<file path="src/rtl/cdb_arbiter_pkg.sv">
// Shared types and constants for the common data bus arbiter and its consumers.
package cdb_arbiter_pkg;

    localparam int CDB_NUM_REQ = 4;
    localparam int CDB_WIDTH   = 32;
    localparam int CDB_TAG_W   = 4;

    // Fixed source slots on the bus; index 3 is the spare port.
    localparam int CDB_SRC_BR    = 0;
    localparam int CDB_SRC_ALU   = 1;
    localparam int CDB_SRC_LSQ   = 2;
    localparam int CDB_SRC_SPARE = 3;

    typedef struct packed {
        logic                 valid;
        logic [CDB_TAG_W-1:0] tag;
        logic [CDB_WIDTH-1:0] data;
    } cdb_t;

endpackage

</file>
<file path="src/rtl/cdb_arbiter_rr_arbiter.sv">
// Generic combinational round-robin picker: first request at or above ptr_i, wrapping.
module rr_arbiter #(
    parameter int N     = 4,
    parameter int IDX_W = $clog2(N)
) (
    input  logic [N-1:0]     req_i,
    input  logic [IDX_W-1:0] ptr_i,
    output logic [N-1:0]     gnt_o,
    output logic [IDX_W-1:0] idx_o,
    output logic             valid_o
);

    always_comb begin
        int         cand;
        logic [IDX_W-1:0] cand_idx;
        gnt_o    = '0;
        idx_o    = '0;
        valid_o  = 1'b0;
        cand     = 0;
        cand_idx = '0;
        for (int k = 0; k < N; k++) begin
            cand = int'(ptr_i) + k;
            if (cand >= N) begin
                cand = cand - N;
            end
            cand_idx = IDX_W'(cand);
            if (!valid_o && req_i[cand_idx]) begin
                valid_o        = 1'b1;
                gnt_o[cand_idx] = 1'b1;
                idx_o          = cand_idx;
            end
        end
    end

endmodule

</file>
<file path="src/rtl/cdb_arbiter.sv">
// CDB arbiter: ROB-head override, round-robin fallback, registered one-cycle broadcast.
module cdb_arbiter
    import cdb_arbiter_pkg::*;
#(
    parameter int NUM_REQ = CDB_NUM_REQ,
    parameter int WIDTH   = CDB_WIDTH,
    parameter int TAG_W   = CDB_TAG_W,
    parameter int SRC_W   = $clog2(NUM_REQ)
) (
    input  logic                            clk,
    input  logic                            rst,
    input  logic [NUM_REQ-1:0]              req_valid,
    input  logic [NUM_REQ-1:0][TAG_W-1:0]   req_tag,
    input  logic [NUM_REQ-1:0][WIDTH-1:0]   req_data,
    output logic [NUM_REQ-1:0]              req_ready,
    input  logic [TAG_W-1:0]                rob_head_tag,
    input  logic                            rob_empty,
    input  logic                            cdb_hold,
    input  logic                            flush,
    output logic                            cdb_valid,
    output logic [TAG_W-1:0]                cdb_tag,
    output logic [WIDTH-1:0]                cdb_data,
    output logic [SRC_W-1:0]                cdb_src
);

    cdb_t             cdb_q,  cdb_d;
    logic [SRC_W-1:0] src_q,  src_d;
    logic [SRC_W-1:0] rr_ptr_q, rr_ptr_d;

    logic [NUM_REQ-1:0] head_match;
    logic [NUM_REQ-1:0] rr_gnt;
    logic [SRC_W-1:0]   rr_idx;
    logic               rr_any;
    logic [SRC_W-1:0]   ovr_idx;
    logic               ovr_hit;
    logic [SRC_W-1:0]   grant_idx;
    logic               grant_valid;
    logic [NUM_REQ-1:0] ready_vec;

    genvar gi;
    generate
        for (gi = 0; gi < NUM_REQ; gi++) begin : g_head_match
            assign head_match[gi] = req_valid[gi] && (req_tag[gi] == rob_head_tag);
        end
    endgenerate

    rr_arbiter #(
        .N     (NUM_REQ),
        .IDX_W (SRC_W)
    ) u_rr (
        .req_i   (req_valid),
        .ptr_i   (rr_ptr_q),
        .gnt_o   (rr_gnt),
        .idx_o   (rr_idx),
        .valid_o (rr_any)
    );

    // Lowest matching index wins when several sources carry the head tag.
    always_comb begin
        ovr_idx = '0;
        ovr_hit = 1'b0;
        for (int i = NUM_REQ - 1; i >= 0; i--) begin
            if (head_match[i]) begin
                ovr_hit = 1'b1;
                ovr_idx = SRC_W'(i);
            end
        end
    end

    always_comb begin
        ready_vec   = '0;
        grant_idx   = '0;
        grant_valid = 1'b0;
        rr_ptr_d    = rr_ptr_q;
        if (!rst || flush || cdb_hold) begin
            grant_valid = 1'b0;
        end else if (!rob_empty && ovr_hit) begin
            grant_valid        = 1'b1;
            grant_idx          = ovr_idx;
            ready_vec[ovr_idx] = 1'b1;
        end else if (rr_any) begin
            grant_valid = 1'b1;
            grant_idx   = rr_idx;
            ready_vec   = rr_gnt;
            rr_ptr_d    = (rr_idx == SRC_W'(NUM_REQ - 1)) ? '0 : rr_idx + 1'b1;
        end
    end

    // Payload fields hold on idle cycles; only valid drops.
    always_comb begin
        cdb_d       = cdb_q;
        cdb_d.valid = 1'b0;
        src_d       = src_q;
        if (grant_valid) begin
            cdb_d.valid = 1'b1;
            cdb_d.tag   = req_tag[grant_idx];
            cdb_d.data  = req_data[grant_idx];
            src_d       = grant_idx;
        end
    end

    always_ff @(posedge clk or negedge rst) begin
        if (!rst) begin
            cdb_q    <= '0;
            src_q    <= '0;
            rr_ptr_q <= '0;
        end else begin
            cdb_q    <= cdb_d;
            src_q    <= src_d;
            rr_ptr_q <= rr_ptr_d;
        end
    end

    assign req_ready = ready_vec;
    assign cdb_valid = cdb_q.valid & ~flush;
    assign cdb_tag   = cdb_q.tag;
    assign cdb_data  = cdb_q.data;
    assign cdb_src   = src_q;

endmodule

</file>
<file path="config.mk">
export PLATFORM = sky130hd
export DESIGN_NAME = cdb_arbiter
export DESIGN_NICKNAME = d
export VERILOG_FILES = /design/src/rtl/cdb_arbiter_pkg.sv /design/src/rtl/cdb_arbiter_rr_arbiter.sv /design/src/rtl/cdb_arbiter.sv
export SDC_FILE = /design/constraint.sdc
export NUM_CORES = 1
export LEC_CHECK = 0
export ABC_AREA = 1
export CAP_MARGIN = 40
export CORE_UTILIZATION = 40
export DETAILED_ROUTE_END_ITERATION = 12
export PLACE_DENSITY = 0.8
export RECOVER_POWER = 100
export SLEW_MARGIN = 20
export SYNTH_ARGS = -nofsm -noshare
export SYNTH_HDL_FRONTEND = slang
export SYNTH_SLANG_ARGS = --single-unit
</file>
<file path="constraint.sdc">
create_clock -name clk -period 2.71 [get_ports clk]
set_clock_uncertainty 0.1 [all_clocks]
set_input_delay 0.542 -clock clk [delete_from_list [all_inputs] [get_ports clk]]
set_output_delay 0.542 -clock clk [all_outputs]
set_load 0.05 [all_outputs]
</file>
== Yosys cells after proc, flatten, opt, wreduce, memory -nomap -nowiden ==
Index checks and enable logic that the tools add are counted.
Operators by class
  bitwise operators: 7
  order comparisons: 15
  mux-type cells: 57
  equal/unequal tests: 5
  $add $sub $neg: 8
  reductions and logical operators: 21
Operator list (number)
  binary-select mux 32 bit (select 2 bit): 1
  2-to-1 mux 37 bit: 1
  2-to-1 mux 2 bit: 16
  2-to-1 mux 32 bit: 1
  2-to-1 mux 4 bit: 8
  2-to-1 mux 1 bit: 20
  < comparator 2 x 3 -> 1 bit, second input constant: 6
  == test 4 bit: 4
  logical AND 1 bit: 13
  OR 4 bit: 3
  demux 1 bit (select 2 bit): 5
  >= comparator 2 x 1 -> 1 bit, second input constant: 5
  >= comparator 3 bit, second input constant: 3
  binary-select mux 1 bit (select 2 bit): 4
  binary-select mux 4 bit (select 2 bit): 1
  subtractor 2 x 1 -> 2 bit, second input constant: 4
  adder 2 x 2 -> 3 bit, second input constant: 2
  zero test 1 bit: 5
  adder 2 x 1 -> 3 bit, second input constant: 1
  >= comparator 2 x 3 -> 1 bit, second input constant: 1
  NOT 1 bit: 3
  AND reduction 3 bit: 1
  adder 2 x 1 -> 2 bit, second input constant: 1
  == test 2 bit, second input constant: 1
  other kinds (2): 3
Storage, ports and cells
  bits in registers: 41
  input bits: 157
  output and inout bits: 43
  logic and storage cells: 118

== Longest topological paths before layout ==
  word-level depth: 20
  mapped depth: 18
  mapped depth without buffers: 17

== Hierarchy ==
From an unflattened synthesis, not the netlist that was laid out.
Second synthesis, totals
  cell total of the unflattened synthesis: 698
  area total of the unflattened synthesis: 4325.4 µm²
Modules (own cells, without submodules)
  cdb_arbiter: times used 1, area an instance 3885.0 µm², sequential area each 1026.0 µm², cells each 624
  rr_arbiter: times used 1, area an instance 440.4 µm², sequential area each 0.0 µm², cells each 74

== Least setup slack after synthesis ==
No wires, ideal clock.
  path kind: register to output
  start point: register rr_ptr_q[0]
  end point: output port req_ready[2]
  data arrival time: 2.896 ns
  path slack: -0.828 ns
  required time: 2.068 ns
  buffers on the path: 0
  stages on the path, launching flop included: 11
  path through: dfrtp_1 inv_2 ha_1 inv_1 nand3_2 nand2_4 nand4_4 nand2_4 inv_2 nand2_1 a311oi_1
On the way
  longest elaborated chain between the ends: 17
  elaborated cells between the ends (all ways): 63
  those cells by class: add/sub (7); order compare (12); mux (31); bitwise (3); reduce/logical (10)
RTL lines
  start: declaration: RTL line cdb_arbiter.sv:28  | logic [SRC_W-1:0] rr_ptr_q, rr_ptr_d;
  start signal: assignment: RTL line cdb_arbiter.sv:110  | rr_ptr_q <= rr_ptr_d;
  branches (longest 14 deep; another with adder 2 x 1 -> 3 bit)
  2-to-1 mux 4 bit *: RTL line cdb_arbiter.sv:81  | end else if (rr_any) begin
  2-to-1 mux 4 bit *: RTL line cdb_arbiter.sv:77  | end else if (!rob_empty && ovr_hit) begin
  2-to-1 mux 4 bit *: RTL line cdb_arbiter.sv:75  | if (!rst || flush || cdb_hold) begin
  end: declaration: RTL line cdb_arbiter.sv:15  | output logic [NUM_REQ-1:0] req_ready,
Every way passes the cells marked *. The select of a mux whose other input is x is not followed.

== Final worst setup path ==
  start point: register rr_ptr_q[0]
  end point: output port req_ready[3]
The elaborated chain is that of the path after synthesis.

==> results.sh <==
export IMPL_worstSetupStartpointType="flop"
export IMPL_drt_first_pass_iters=4
export IMPL_synthArstFlopShare_pct=100
export IMPL_htreeDepth=2
export IMPL_ys_seq_area_share_pct=22.2
export IMPL_tns_ns=-0.319
export IMPL_status="finished, violations left"
export IMPL_ys_ff_latch=41
export IMPL_leakage_nw=4.16
export IMPL_first_global_vias=5140
export IMPL_critPathCaptureType="output port"
export IMPL_synthTopCellsByArea="nand2_1, dfrtp_1, nand3_1, inv_1, buf_4"
export IMPL_clockBufferDepth=2
export IMPL_synth_top_area_share_pct=22.8
export IMPL_synth_common_cells="nand2_1, inv_1, nand3_1"
export IMPL_grt_max_degree=42
export IMPL_nets=1172
export IMPL_antenna_found_initial=2
export IMPL_clk_latency_ns=0.28
export IMPL_path_clk_slew_ns=0.06
export IMPL_pin_count=200
export IMPL_core_area_um2=11000
export IMPL_routed_wl_um=16000
export IMPL_fp_dieH_um=110
export IMPL_route_detailed_drc=0
export IMPL_setup_viol=4
export IMPL_slew_headroom_pct=28.8
export IMPL_synthCells=793
export IMPL_rsz0062_at_grt="true"
export IMPL_drive_above_1_share_pct=16.8
export IMPL_track_usage_pct=24.8
export IMPL_setup_worst_path_class="flop to output port"
export IMPL_grt_overflow=0
export IMPL_final_max_slew_viol_count=0
export IMPL_dpl_hpwl_um=11100
export IMPL_max_freq_mhz=356
export IMPL_finalHoldViolCount=0
export IMPL_yosysTopAreaCell="nand2_1"
export IMPL_worst_pin_slew_ns=1.07
export IMPL_cp_arrival_ns=2.16
export IMPL_synth_edf_count=0
export IMPL_syn_to_final_growth_pct=61.3
export IMPL_numCtsBuffers=5
export IMPL_peakVddDrop_mv=0.605
export IMPL_power_density_nw_per_um2=860
export IMPL_utilization_pct=67.6
export IMPL_hp_class="flop to flop"
export IMPL_drtIter0Drc=297
export IMPL_wl_per_cell_um=13.9
export IMPL_viasPerCell=4.80
export IMPL_grt_pass1_wl_um=23600
export IMPL_dr_total_vias=5521
export IMPL_cts_root_buffer="clkbuf_16"
export IMPL_final_period_utilization_pct=104
export IMPL_crit_required_ns=2.07
export IMPL_dieArea_um2=12000
export IMPL_die_x_um=110
export IMPL_ant_nets=0
export IMPL_port_buffers=199
export IMPL_violations="setup timing"
export IMPL_synth_nets=958
export IMPL_initial_core_util_pct=41.9
export IMPL_drv_cap=0
export IMPL_ys_types=35
export IMPL_clock_sinks=41
export IMPL_power_mw=6.42
export IMPL_ys_warn_count=0
export IMPL_netlist_area_um2=4620
export IMPL_crit_fanout=5
export IMPL_synth_most_common_cell="nand2_1"
export IMPL_min_period_ns=2.81
export IMPL_place_congestion=0.898
export IMPL_place_ws_ns=-0.401
export IMPL_rows=38
export IMPL_avgSynthCellArea_um2=5.83
export IMPL_cts_tree="yes"
export IMPL_synthFlopType="dfrtp_1"
export IMPL_worst_slack_ns=-0.0954
## layout by cell type (no fill, tap or decap), types with 3 or more instances in the layout
cell,n
clkbuf_2,4
nor2_1,13
xnor2_1,4
nand2_4,4
inv_1,154
a21oi_4,3
ha_1,7
nand4_1,3
nand2_2,17
buf_6,4
nand3_2,13
inv_2,10
inv_4,3
dfrtp_1,40
clkbuf_16,9
dlygate4sd2_1,21
buf_12,12
buf_4,64
nand3_1,146
nand2_1,271
dlygate4sd3_1,38
clkdlybuf4s50_1,131
## per-layer routing
metal / part of all wire [%] / vias up / global-route usage [%]
li1: - / 2782 / -
met1: 41 / 2477 / 28.9
met2: 49 / 234 / 45.0
met3: 8.2 / 28 / 6.05
met4: 2.0 / 0 / 6.67
met5: 0 / - / 0
## final timing paths
kind                                  start           end  slack [ns]  depth (start not counted)
worst min register to register   cdb_src[1]    cdb_src[1]        0.37                          2
worst max-delay path            rr_ptr_q[0]  req_ready[3]        -0.1                         13
min in group asynchronous               rst   cdb_data[0]        0.58                          2
max in group asynchronous               rst   rr_ptr_q[0]        1.20                          2
worst max register to register  rr_ptr_q[0]  cdb_data[12]        0.05                         20
worst min-delay path             cdb_src[1]    cdb_src[1]        0.37                          2
## critical path: stages, from the launching register on
cell     delay [ns]
dfrtp_2        0.39
inv_4          0.05
ha_4           0.30
inv_4          0.05
nand3_4        0.07
nand2_4        0.08
buf_4          0.15
buf_6          0.11
nand4_4        0.06
inv_2          0.05
buf_4          0.15
a21oi_2        0.19
o21ai_4        0.08
buf_12         0.15
## power breakdown
part / switching (mW) / leakage [nW] / internal [mW]
sequential: 0.168 / 0.510 / 0.896
clock: 0.252 / 0.0944 / 0.531
combinational: 2.77 / 3.55 / 1.80
## stage by stage
stage / instance area [um^2] / cells / hold WS (ns)
after global routing: 7460 / 1150 / 0.394
final: 7460 / 1150 / 0.374
after global placement: 6910 / 1120 / 0.360
after detailed placement: 6910 / 1120 / 0.364
after floorplan: 4680 / 793 / 0.146
after CTS: 7230 / 1139 / 0.314
## state kept, by name, indices dropped and copies added, names as in the netlist
signal,count
cdb_q,1
cdb_data,32
cdb_tag,4
cdb_src,2
rr_ptr_q,2
## kinds of logic (layout without fill, tap and decap cells)
logic type                 count (synthesis)  count (layout)  share of synthesized area [%]
adders and majority gates                  8               8                           2.16
xor gates and xnor gates                   5               5                          0.947
DFF                                       41              41                           22.2
and+or+nand+nor                          476             476                           46.4
AOI/OAI and AO/OA                         20              20                           2.98
other                                      0               2                              0
buffers and inverters                    243             458                           25.3
## cell type report
cell class	count	area, um^2
Fill cell	963	3570
Tap cell	140	175
Clock inverter	3	68.8
Clock buffer	5	125
Antenna cell	2	5.00
Sequential cell	41	1030
Inverter	168	643
Multi-Input combinational cell	509	2620
Timing Repair Buffer	282	2800
## what timing repair did
action | in CTS | in global routing
endpoints found under the hold margin | 0 | 0
endpoints found under the setup margin | 8 | 15
hold buffers | 0 | 0
pin swaps | 19 | 12
buffers inserted | 12 | 5
cloned | 0 | 4
gates resized for setup | 52 | 27
Note: power is estimated with default switching activity, not from simulation.
